--- src/rtl/bcd_calendar_counter.sv ---
// BCD time-of-day and calendar counter with tick prescaler, 12/24-hour
// display, leap-year February, validated parallel load and per-field pulses.
module bcd_calendar_counter #(
  parameter int unsigned DIV     = 1,
  parameter bit          LEAP_EN = 1'b1
) (
  input  logic       clock,
  input  logic       reset,
  input  logic       enable,
  input  logic       mode24,
  input  logic       load,
  input  logic [7:0] ld_sec,
  input  logic [7:0] ld_min,
  input  logic [7:0] ld_hour,
  input  logic [7:0] ld_day,
  input  logic [7:0] ld_month,
  input  logic [7:0] ld_year,
  output logic [7:0] sec_bcd,
  output logic [7:0] min_bcd,
  output logic [7:0] hour_bcd,
  output logic [7:0] day_bcd,
  output logic [7:0] month_bcd,
  output logic [7:0] year_bcd,
  output logic       pm,
  output logic [5:0] min_bin,
  output logic [4:0] hour_bin,
  output logic [4:0] day_bin,
  output logic       sec_tick,
  output logic       min_tick,
  output logic       hour_tick,
  output logic       day_tick,
  output logic       month_tick,
  output logic       year_tick,
  output logic       load_err
);

  localparam int unsigned PW = (DIV < 2) ? 1 : $clog2(DIV + 1);
  localparam logic [PW-1:0] PRESC_LAST = PW'(DIV - 1);

  // BCD +1 on a two-digit value; callers handle the field's own wrap point.
  function automatic logic [7:0] bcd_inc(input logic [7:0] v);
    if (v[3:0] == 4'd9) bcd_inc = {v[7:4] + 4'd1, 4'd0};
    else                bcd_inc = {v[7:4], v[3:0] + 4'd1};
  endfunction

  // Year divisible by 4, evaluated directly on the BCD digits.
  function automatic logic is_leap(input logic [7:0] y);
    if (y[4] == 1'b0) is_leap = (y[3:0] == 4'd0) || (y[3:0] == 4'd4) || (y[3:0] == 4'd8);
    else              is_leap = (y[3:0] == 4'd2) || (y[3:0] == 4'd6);
  endfunction

  // Last day of the month as BCD.
  function automatic logic [7:0] month_len(input logic [7:0] m, input logic [7:0] y);
    case (m)
      8'h02:                      month_len = (LEAP_EN && is_leap(y)) ? 8'h29 : 8'h28;
      8'h04, 8'h06, 8'h09, 8'h11: month_len = 8'h30;
      default:                    month_len = 8'h31;
    endcase
  endfunction

  function automatic logic bcd_ok(input logic [7:0] v);
    bcd_ok = (v[7:4] <= 4'd9) && (v[3:0] <= 4'd9);
  endfunction

  logic [7:0]    sec_q, sec_d, min_q, min_d, hour_q, hour_d;
  logic [7:0]    day_q, day_d, month_q, month_d, year_q, year_d;
  logic [PW-1:0] presc_q, presc_d;
  logic          sec_tick_q, sec_tick_d, min_tick_q, min_tick_d;
  logic          hour_tick_q, hour_tick_d, day_tick_q, day_tick_d;
  logic          month_tick_q, month_tick_d, year_tick_q, year_tick_d;
  logic          load_err_q, load_err_d;
  logic          load_ok;
  logic          presc_wrap;
  logic [4:0]    hour12;

  // Load validation: every digit legal, every field in range, day within month.
  always_comb begin
    load_ok = bcd_ok(ld_sec) && bcd_ok(ld_min) && bcd_ok(ld_hour) &&
              bcd_ok(ld_day) && bcd_ok(ld_month) && bcd_ok(ld_year) &&
              (ld_sec <= 8'h59) && (ld_min <= 8'h59) && (ld_hour <= 8'h23) &&
              (ld_month >= 8'h01) && (ld_month <= 8'h12) &&
              (ld_day >= 8'h01) && (ld_day <= month_len(ld_month, ld_year));
  end

  // Next-state: load beats enable; an advance ripples carries up the fields.
  // Each *_tick marks that its field was stepped on this advance.
  always_comb begin
    sec_d        = sec_q;
    min_d        = min_q;
    hour_d       = hour_q;
    day_d        = day_q;
    month_d      = month_q;
    year_d       = year_q;
    presc_d      = presc_q;
    sec_tick_d   = 1'b0;
    min_tick_d   = 1'b0;
    hour_tick_d  = 1'b0;
    day_tick_d   = 1'b0;
    month_tick_d = 1'b0;
    year_tick_d  = 1'b0;
    load_err_d   = 1'b0;
    presc_wrap   = (presc_q == PRESC_LAST);

    if (load) begin
      if (load_ok) begin
        sec_d   = ld_sec;
        min_d   = ld_min;
        hour_d  = ld_hour;
        day_d   = ld_day;
        month_d = ld_month;
        year_d  = ld_year;
        presc_d = '0;
      end else begin
        load_err_d = 1'b1;
        // A rejected load keeps the prescaler cadence but never steps time.
        if (enable) presc_d = presc_wrap ? '0 : presc_q + PW'(1);
      end
    end else if (enable) begin
      presc_d = presc_wrap ? '0 : presc_q + PW'(1);
      if (presc_wrap) begin
        sec_tick_d = 1'b1;
        if (sec_q == 8'h59) begin
          sec_d      = 8'h00;
          min_tick_d = 1'b1;
          if (min_q == 8'h59) begin
            min_d       = 8'h00;
            hour_tick_d = 1'b1;
            if (hour_q == 8'h23) begin
              hour_d     = 8'h00;
              day_tick_d = 1'b1;
              if (day_q == month_len(month_q, year_q)) begin
                day_d        = 8'h01;
                month_tick_d = 1'b1;
                if (month_q == 8'h12) begin
                  month_d     = 8'h01;
                  year_tick_d = 1'b1;
                  year_d      = (year_q == 8'h99) ? 8'h00 : bcd_inc(year_q);
                end else begin
                  month_d = bcd_inc(month_q);
                end
              end else begin
                day_d = bcd_inc(day_q);
              end
            end else begin
              hour_d = bcd_inc(hour_q);
            end
          end else begin
            min_d = bcd_inc(min_q);
          end
        end else begin
          sec_d = bcd_inc(sec_q);
        end
      end
    end
  end

  // State register with synchronous active-high reset.
  always_ff @(posedge clock) begin
    if (reset) begin
      sec_q        <= 8'h00;
      min_q        <= 8'h00;
      hour_q       <= 8'h00;
      day_q        <= 8'h01;
      month_q      <= 8'h01;
      year_q       <= 8'h00;
      presc_q      <= '0;
      sec_tick_q   <= 1'b0;
      min_tick_q   <= 1'b0;
      hour_tick_q  <= 1'b0;
      day_tick_q   <= 1'b0;
      month_tick_q <= 1'b0;
      year_tick_q  <= 1'b0;
      load_err_q   <= 1'b0;
    end else begin
      sec_q        <= sec_d;
      min_q        <= min_d;
      hour_q       <= hour_d;
      day_q        <= day_d;
      month_q      <= month_d;
      year_q       <= year_d;
      presc_q      <= presc_d;
      sec_tick_q   <= sec_tick_d;
      min_tick_q   <= min_tick_d;
      hour_tick_q  <= hour_tick_d;
      day_tick_q   <= day_tick_d;
      month_tick_q <= month_tick_d;
      year_tick_q  <= year_tick_d;
      load_err_q   <= load_err_d;
    end
  end

  // Binary views and 12/24-hour display, decoded straight from the registers.
  always_comb begin
    min_bin  = 6'({2'b00, min_q[7:4]}) * 6'd10 + 6'({2'b00, min_q[3:0]});
    hour_bin = 5'({1'b0, hour_q[7:4]}) * 5'd10 + 5'({1'b0, hour_q[3:0]});
    day_bin  = 5'({1'b0, day_q[7:4]}) * 5'd10 + 5'({1'b0, day_q[3:0]});
    pm       = (hour_bin >= 5'd12);
    if (hour_bin == 5'd0)       hour12 = 5'd12;
    else if (hour_bin <= 5'd12) hour12 = hour_bin;
    else                        hour12 = hour_bin - 5'd12;
    if (mode24)                 hour_bcd = hour_q;
    else if (hour12 >= 5'd10)   hour_bcd = {4'd1, 4'(hour12 - 5'd10)};
    else                        hour_bcd = {4'd0, 4'(hour12)};
  end

  assign sec_bcd    = sec_q;
  assign min_bcd    = min_q;
  assign day_bcd    = day_q;
  assign month_bcd  = month_q;
  assign year_bcd   = year_q;
  assign sec_tick   = sec_tick_q;
  assign min_tick   = min_tick_q;
  assign hour_tick  = hour_tick_q;
  assign day_tick   = day_tick_q;
  assign month_tick = month_tick_q;
  assign year_tick  = year_tick_q;
  assign load_err   = load_err_q;

endmodule

--- config.mk ---
export PLATFORM = sky130hd
export DESIGN_NAME = bcd_calendar_counter
export DESIGN_NICKNAME = d
export VERILOG_FILES = /design/src/rtl/bcd_calendar_counter.sv
export SDC_FILE = /design/constraint.sdc
export NUM_CORES = 1
export LEC_CHECK = 0
export BUFFER_PORTS_ARGS = -buffer_cell sky130_fd_sc_hd__buf_2
export CAP_MARGIN = 15
export CORE_AREA = 2 2 116 118
export DETAILED_ROUTE_END_ITERATION = 6
export DIE_AREA = 0 0 118 120
export MAX_ROUTING_LAYER = met4
export PLACE_DENSITY = 0.62
export SLEW_MARGIN = 20
export SYNTH_ARGS = -nofsm -noshare
export SYNTH_HDL_FRONTEND = slang
export SYNTH_SLANG_ARGS = --single-unit
--- constraint.sdc ---
create_clock -name clock -period 5.31 [get_ports clock]
set_input_delay 0.2655 -clock clock [delete_from_list [all_inputs] [get_ports clock]]
set_output_delay 0.2655 -clock clock [all_outputs]
set_load 0.1 [all_outputs]
=== After elaboration in Yosys (flattened, before gate mapping) ===
Cells that the tools add are included.

* Flip-flop bits (word level): 56
* Input port bits: 53
* Output and inout port bits: 72
* Logic and storage cells: 247

* $add $sub $neg: 18
* Multiply operators: 3
* Order comparisons: 22
* Eq/ne operators: 32
* Multiplexer cells: 86
* Bitwise operators: 6
* Reduce and logical (&&, ||, !) cells: 60

{| class="wikitable"
|+ Operators with widths
! kind !! count
|-
| two-way mux 8 bit || 58
|-
| adder 4 x 1 -> 4 bit (second input constant) || 12
|-
| less-or-equal comparator 4 bit (second input constant) || 12
|-
| == test 4 bit (second input constant) || 8
|-
| == test 8 x 3 -> 1 bit (second input constant) || 4
|-
| == test 8 x 5 -> 1 bit (second input constant) || 3
|-
| two-way mux 1 bit || 23
|-
| case mux 5 bit (2 select lines) || 2
|-
| logical AND 1 bit || 18
|-
| nonzero test 3 bit || 6
|-
| == test 4 x 3 -> 1 bit (second input constant) || 4
|-
| == test 8 x 2 -> 1 bit (second input constant) || 2
|-
| == test 8 x 4 -> 1 bit (second input constant) || 2
|-
| == test 8 x 7 -> 1 bit (second input constant) || 2
|-
| greater-or-equal comparator 8 x 1 -> 1 bit (second input constant) || 2
|-
| less-or-equal comparator 8 x 7 -> 1 bit (second input constant) || 2
|-
| AND reduction 8 bit || 2
|-
| two-way mux 5 bit || 3
|-
| AND reduction 7 bit || 2
|-
| AND reduction 6 bit || 2
|-
| nonzero test 2 bit || 6
|-
| OR reduction 4 bit || 3
|-
| adder 5 x 4 -> 5 bit || 2
|-
| greater-or-equal comparator 5 x 4 -> 1 bit (second input constant) || 2
|-
| 30 further kinds || 45
|}

=== Longest topological paths before layout ===
Gate-level depths: netlist (run 1).

* Depth after elaboration: 27
* Depth in mapped cells: 15
* Gate-level depth less buffers: 12

=== Worst setup path before layout (run 1) ===
No wires, ideal clock.

* Kind: flip-flop to output port
* Start: register hour_q[4]
* End: output hour_bcd[1]
* Data arrival time: 6.397 ns
* Data required time: 5.044 ns
* Slack: -1.352 ns
* Cell stages (with the launch flop): 13
* Buffers on the path: 0
* Cell sequence: dfxtp_1 > ha_1 > ha_1 > xor2_1 > ha_1 > nand2_1 > nand2_1 > a22o_1 > a21oi_1 > ha_1 > a221oi_1 > nor3_1 > o31ai_1

* Longest elaborated chain between the ends: 8
* Elaborated cells between the ends (all ways): 11
* Classes of those cells: add/sub (3); mul (1); order compare (2); mux (4); reduce/logical (1)

{| class="wikitable"
|+ RTL lines
! element !! line !! source
|-
| start: declaration || 65 || <nowiki>logic [7:0] sec_q, sec_d, min_q, min_d, hour_q, hour_d;</nowiki>
|-
| start signal: assignment || 177 || <nowiki>hour_q <= hour_d;</nowiki>
|-
| multiplier 4 x 3 -> 4 bit * || 195 || <nowiki>hour_bin = 5'({1'b0, hour_q[7:4]}) * 5'd10 + 5'({1'b0, hour_q[3:0]});</nowiki>
|-
| adder 5 x 4 -> 5 bit * || 195 ||
|-
| named net hour_bin[3] || 26 || <nowiki>output logic [4:0] hour_bin,</nowiki>
|-
| subtractor 5 x 4 -> 5 bit or less-or-equal comparator 5 x 4 -> 1 bit (tied branches) || 200, 199 ||
|-
| two-way mux 5 bit || 199 || <nowiki>else if (hour_bin <= 5'd12) hour12 = hour_bin;</nowiki>
|-
| two-way mux 5 bit * || 198 || <nowiki>if (hour_bin == 5'd0) hour12 = 5'd12;</nowiki>
|-
| greater-or-equal comparator 5 x 4 -> 1 bit or subtractor 4 bit (tied branches) || 202 || <nowiki>else if (hour12 >= 5'd10) hour_bcd = {4'd1, 4'(hour12 - 5'd10)};</nowiki>
|-
| two-way mux 5 bit * || 202 ||
|-
| two-way mux 8 bit * || 201 || <nowiki>if (mode24) hour_bcd = hour_q;</nowiki>
|-
| end: declaration || 20 || <nowiki>output logic [7:0] hour_bcd,</nowiki>
|}

The timed path passes the listed nets; every way through them passes the cells marked *.

=== Worst setup path after layout (run 1) ===
* Start: register hour_q[1]
* End: output hour_bcd[1]

* Longest elaborated chain between the ends: 7
* Elaborated cells between the ends (all ways): 10
* Classes of those cells: add/sub (3); order compare (2); mux (4); reduce/logical (1)

{| class="wikitable"
|+ RTL lines
! element !! line
|-
| adder 5 x 4 -> 5 bit || 195
|-
| subtractor 5 x 4 -> 5 bit or less-or-equal comparator 5 x 4 -> 1 bit (tied branches) || 200, 199
|-
| two-way mux 5 bit || 199
|-
| two-way mux 5 bit || 198
|-
| subtractor 4 bit or greater-or-equal comparator 5 x 4 -> 1 bit (tied branches) || 202
|-
| two-way mux 5 bit || 202
|-
| two-way mux 8 bit * || 201
|}

Mark *: on every way between the ends. The rest lies on a longest branch, timed or not.

==> qor.txt, run 1 <==
Power Density - 170 nW/um^2
placer's final routability congestion estimate - 0.908
area occupied by multi-input gates - 3330 sq um
RSZ-0062 raised after global routing - false
commonest cells after routing, fill and taps aside - buf_2, nand2_1, nor2_1
PnR Total Power - 0.000948 W
R2R cell count - 7
gr busiest metal - met2
RR Startpoint - month_bcd[3]
Hold Crit Class - in2reg
R2R Setup Slk - 2.27 ns
fillers - 1344
Worst Setup Start Kind - register
Post-synth EDFFs - 0
crit path DAT - 3.92 ns
leakage - 2.49 nW
WP data required - 5.04 ns
PostCTS Resize Cnt - 0
io pins - 125
met2 Use GR - 0.357
min Tclk post-route - 4.18 ns
# DRC - 0
layout cells sized above 1 - 0.229
routed vias - 4994
Seq/Total Area, Yosys - 0.238
Synth area leader - dfxtp_1
setup TNS - 0 ns
TritonCTS Sinks - 56
first-pass GRT wire length - 23600 um
detailed placement HPWL - 11200 um
Slew HR - 0.407
Synth async-reset ratio - 0
die width - 118 um
drt total wl - 14900 um
Diodes inserted - 0
Synth Warn # - 0
Avg Vias per Cell - 5.60
CTS Root Cell - clkbuf_16
run status - complete, no violations
die span in y - 120 um
endpoint type of the worst setup path - primary output
Main synth FF type - dfxtp_1
Fmax - 239 MHz
Cell variety after synth - 73
commonest non-fill, non-tap cell in the layout - buf_2
CP top delay family - adder cells
worst path bufs/invs - 1
CP Cell Sequence - ha_1, fa_1, xor2_2, ha_1, nand2_1, nand2_1, a22o_1, a21oi_1, ha_1, a221oi_1, nor3_1, o31ai_2, buf_2
H-tree depth - 2
initial core utilization - 0.363
Avg Inst Size Synth - 7.68 sq um
grt met3 use - 0.0261
Post-CTS Hold Buffers - 0
Antenna Violating Nets Remaining - 0
Crit Path Class - reg2out
Crit Reg-Reg Endpoint - day_bcd[6]
Hold Crit Depth - 2
min-delay src - enable
synthesized instance count - 614
Routed WL per cell - 16.8 um
grt met1 use - 0.261
postcts setup bufs - 0
CTS Buf Count - 5
Final Cycle Share - 0.787
gr ovfl total - 0
Reg area - 1120 sq um
Clock Latency Late Sink - 0.30 ns
Synth top area share - 0.238
number of global-route vias before repair - 4551
VDD IR-drop max - 0.115 mV
initial DRC count - 342
Max Slew Vio Count - 0
# Max-Cap Violations - 0
pin count of the biggest net entering global routing - 78
final hold violations - 0
Worst path slowest cell - a221oi_1
die area - 14200 sq um
CTS tree - built
synthesized flop and latch total - 56
syn nets - 702
Clock Pin Slew Worst Setup and Hold Paths - 0.07 ns
Synth area leaders - dfxtp_1, ha_1, o21ai_0, a21oi_1, nand2_1
first-pass detailed-route iteration total - 7
Worst-Margin Slew - 0.879 ns
crit-path max cell delay - 0.55 ns
synthesized cell area - 4710 sq um
buffer depth of the longest clock path - 2
fin nets - 802
Worst Hold End - presc_q
PortBufs - 124
core area - 13000 sq um
crit-path max FO - 10
initial antenna violation count - 0
# rows - 42
GRT Overall Usage - 0.209
CP most frequent cell - ha_1
area grow syn2layout - 18.4%
Final setup viols - 0
Max Clock Skew - 0.00601 ns
-- worst register-to-register path, stage by stage (launching register included) --
cell       delay (ns)
dfxtp_1          0.38
nor4_1           0.78
nand2_1          0.12
o31a_1           0.38
mux2_2           0.33
a2bb2oi_1        0.53
o21ai_1          0.14
a31o_2           0.27
-- where the power goes --
part,switching (W),internal [W]
clock network,0.000159,0.000189
registers,0.00000714,0.000424
logic,0.000123,0.0000457
-- how the worst max path moves through the flow --
| stage | start | end | slack [ns] | depth (start not counted) |
|---|---|---|---|---|
| after floorplan | hour_q[4] | hour_bcd[4] | 0.08 | 12 |
| after global placement | ld_year[2] | year_bcd[2] | 1.60 | 13 |
| after detailed placement | hour_q[1] | hour_bcd[1] | 1.45 | 13 |
| after CTS | hour_q[1] | hour_bcd[1] | 1.15 | 13 |
| after global routing | hour_q[1] | hour_bcd[2] | 0.85 | 13 |
| final | hour_q[1] | hour_bcd[1] | 1.13 | 13 |
-- registers in the layout, summed over array words and instances, names as in the netlist --
signal,count
min_tick,1
year_tick,1
year_bcd,8
day_bcd,8
sec_tick,1
day_tick,1
sec_bcd,8
load_err,1
month_tick,1
hour_q,8
presc_q,1
min_bcd,8
hour_tick,1
month_bcd,8
-- per-stage QoR --
step	instance area, sq um	util	cells	setup slack, ns	hold slack [ns]
3_3_place_gp	5430	0.418	883	1.60	0.466
4_1_cts	5570	0.429	891	1.15	0.142
3_5_place_dp	5430	0.418	883	1.45	0.464
2_1_floorplan	4730	-	614	0.0819	0.342
6_report	5580	0.430	891	1.13	0.147
5_1_grt	5580	0.430	891	0.850	0.139
-- layer usage --
| layer | share of wire | vias to the layer above | wire length [um] |
|---|---|---|---|
| met5 | 0 | - | 0 |
| met4 | 0.020 | 0 | 293 |
| met3 | 0.051 | 16 | 768 |
| met2 | 0.49 | 160 | 7380 |
| met1 | 0.43 | 2377 | 6500 |
| li1 | - | 2441 | - |
-- cell usage after synthesis (6+ instances only) --
cell type  instances
nand2_1           62
nor2_1            57
dfxtp_1           56
o21ai_0           55
a21oi_1           48
inv_1             33
ha_1              32
clkbuf_1          22
nand3_1           15
xnor2_1           14
mux2i_1           13
nor3_1            13
nor2b_1            9
nand4_1            8
a211oi_1           7
nand3b_1           7
nor3b_1            7
o211ai_1           7
o31ai_1            7
xor2_1             7
a31oi_1            6
nor4_1             6
-- cells by family (layout without fill, tap and decap cells) --
group / count (synthesis) / after routing / share of synthesized area
xor+xnor: 21 / 21 / 0.0390
flops: 56 / 56 / 0.238
buf+inv: 67 / 168 / 0.0608
fa+ha+maj: 35 / 35 / 0.0977
simple gates: 224 / 224 / 0.246
compound gates: 190 / 190 / 0.269
mux: 21 / 21 / 0.0491
-- area by class of cell --
type                       count  share of cell area
multi-input combinational    491               0.597
sequential                    56               0.201
timing repair buffer         126               0.114
tap                          176              0.0395
clock buffer                   8              0.0262
inverter                      34              0.0229
(Power assumes the default switching activity.)
==> run 2: changes to the inputs <==
--- a/config.mk
+++ b/config.mk
@@ -11,7 +11,7 @@
 export DETAILED_ROUTE_END_ITERATION = 6
 export DIE_AREA = 0 0 118 120
 export MAX_ROUTING_LAYER = met4
-export PLACE_DENSITY = 0.62
+export PLACE_DENSITY = 0.64
 export SLEW_MARGIN = 20
 export SYNTH_ARGS = -nofsm -noshare
 export SYNTH_HDL_FRONTEND = slang
==> constraint.sdc (replaced) <==
create_clock -name clock -period 3.83 [get_ports clock]
set_input_delay 0.1915 -clock clock [delete_from_list [all_inputs] [get_ports clock]]
set_output_delay 0.1915 -clock clock [all_outputs]
set_load 0.1 [all_outputs]
==> run 2 against run 1 <==
Net effect: register-to-register slack got worse by 1.2 ns; clock power up 54%; highest routed layer unchanged; clock skew is 0.0048 ns higher; hold slack worse by 0.041 ns; combinational power rose by 41%; first-iteration DRC count up 42%; final cell count increased by 0.67%; sequential power rose by 38%; global-route usage is 0.19 points lower; total power increased by 45%; routed wire length fell by 1.8%; sequential share of layout area fell by 0.71 points.
==> qor.txt, run 2 (same netlist as run 1, synthesis figures left out) <==
# rows - 42 (unchanged)
endpoint type of the worst setup path - primary output
drt total wl - 14700 um (-1.8%)
placer's final routability congestion estimate - 0.865 (-4.7%)
pin count of the biggest net entering global routing - 78 (unchanged)
GRT Overall Usage - 0.208 (-0.00189)
Worst-Margin Slew - 0.774 ns (-0.104 ns)
area occupied by multi-input gates - 3480 sq um (+4.5%)
Clock Latency Late Sink - 0.30 ns (about the same)
Critical Path Stages - 10 (-3)
postcts setup bufs - 0 (unchanged)
final worst setup slack - 0.176 ns (-0.953 ns)
Clock Pin Slew Worst Setup and Hold Paths - 0.07 ns (about the same)
buffer depth of the longest clock path - 2 (unchanged)
detailed placement HPWL - 11200 um (+0.41%)
DP Cell Count - 889 (+0.68%)
io pins - 125 (unchanged)
die area - 14200 sq um (unchanged)
initial antenna violation count - 0 (unchanged)
Worst path slowest cell - dfxtp_1
Crit Path Class - reg2out
fillers - 1289 (-4.1%)
commonest non-fill, non-tap cell in the layout - buf_2
area grow syn2layout - 23.3%
area post-placement - 5630 sq um (+3.7%)
CTS Root Cell - clkbuf_16
initial core utilization - 0.363 (unchanged)
PortBufs - 124 (unchanged)
WP data required - 3.64 ns (-1.40 ns)
H-tree depth - 2 (unchanged)
Slew HR - 0.484 (+0.0770)
RSZ-0062 raised after global routing - false
Hold Crit Class - in2reg
Finished Layout Cells - 897 (+0.67%)
run status - complete, no violations
Antenna Violating Nets Remaining - 0 (unchanged)
Max Slew Vio Count - 0 (unchanged)
Power Density - 236 nW/um^2 (+39%)
fin nets - 808 (+0.75%)
min Tclk post-route - 3.65 ns
Reg area - 1130 sq um (+0.45%)
Hold Crit Depth - 2 (unchanged)
# DRC - 0 (unchanged)
die width - 118 um (unchanged)
worst path bufs/invs - 2 (+1)
R2R cell count - 9 (+2)
CTS tree - built
routed vias - 5053 (+1.2%)
Max Clock Skew - 0.0108 ns (+0.00478 ns)
layout cells sized above 1 - 0.262 (+0.0328)
Avg Vias per Cell - 5.63 (+0.50%)
core area - 13000 sq um (unchanged)
initial DRC count - 484 (+42%)
Fmax - 274 MHz
Routed WL per cell - 16.4 um (-2.4%)
first-pass detailed-route iteration total - 5 (-2)
VDD IR-drop max - 0.237 mV (+110%)
die span in y - 120 um (unchanged)
crit path DAT - 3.46 ns (-0.46 ns)
Worst Setup Start Kind - register
fin area - 5810 sq um (+4.1%)
first-pass GRT wire length - 23600 um (about the same)
number of global-route vias before repair - 4570 (+0.42%)
leakage - 2.53 nW (+1.9%)
CTS Buf Count - 5 (unchanged)
# Max-Cap Violations - 0 (unchanged)
crit-path max cell delay - 0.57 ns (+0.02 ns)
Final Cycle Share - 0.954
commonest cells after routing, fill and taps aside - buf_2, nand2_1, nor2_1
crit-path max FO - 9 (-1)
CP top delay family - compound AO/OA/AOI/OAI gates
Place WS - 0.256 ns (-1.20 ns)
TritonCTS Sinks - 56 (unchanged)
gr ovfl total - 0 (unchanged)
CP Cell Sequence - ha_1, a21o_1, a21oi_1, xnor2_1, inv_1, mux2_2, a221oi_4, nor3_2, o31ai_4, buf_2
Final setup viols - 0 (unchanged)
final hold violations - 0 (unchanged)
Final Util - 0.448 (+0.0177)
Diodes inserted - 0 (unchanged)
==> run 2: cell types whose count changed in the layout (fill, tap and decap cells not counted), sizes merged <==
| cell | before | now |
|---|---|---|
| buf | 126 | 131 |
| clkbuf | 8 | 6 |
| clkinv | 1 | 3 |
| bufinv | 0 | 1 |
==> run 2: worst reg2reg max path, delay by kind of cell, from the launching register on <==
kind / cells / cell delay, ns
mux: 3 / 0.98
buf+inv: 1 / 0.14
compound gates: 2 / 0.54
fa+ha+maj: 1 / 0.24
simple gates: 2 / 0.31
flops: 1 / 0.47
==> run 2: area by class of cell <==
class | count | share of cell area
clock buffer | 5 | 0.0215
clock inverter | 3 | 0.00818
inverter | 34 | 0.0220
multi-input combinational | 491 | 0.599
sequential | 56 | 0.194
tap | 176 | 0.0379
timing repair buffer | 132 | 0.118
==> run 2: report_power, final <==
| part | switching, W | leakage (nW) | internal [W] | total [W] |
|---|---|---|---|---|
| clock | 0.000225 | 0.0840 | 0.000311 | 0.000537 |
| sequential | 0.00000968 | 0.454 | 0.000587 | 0.000596 |
| combinational | 0.000172 | 2.00 | 0.0000661 | 0.000238 |
==> run 2: timing repair <==
action                                 CTS  global route
hold buffers                             0             0
setup endpoints to repair                0             1
endpoints found under the hold margin    0             0
gates resized for setup                  0             1
==> run 2: worst paths after layout <==
check                from          end  slack, ns
max             hour_q[2]  hour_bcd[1]       0.18
min                enable      presc_q       0.11
max reg2reg  month_bcd[4]  year_bcd[4]       1.04
min reg2reg       presc_q      presc_q       0.48
==> run 2: routing by layer <==
metal / routed length (um) / share of wire / track usage / vias up
met1: 6910 / 0.47 / 0.282 / 2427
li1: - / - / - / 2458
met4: 192 / 0.013 / 0.0520 / 0
met3: 678 / 0.046 / 0.0223 / 12
met2: 6900 / 0.47 / 0.331 / 156
met5: 0 / 0 / - / -
==> run 2: metrics by stage <==
stage	total power (W)	setup TNS, ns	hold slack [ns]
after floorplan	0.000762	-0.0304	0.268
after global placement	0.000842	0	0.409
after detailed placement	0.000845	0	0.417
after CTS	0.00138	0	0.107
after global routing	0.00142	0	0.0984
final	0.00137	0	0.105
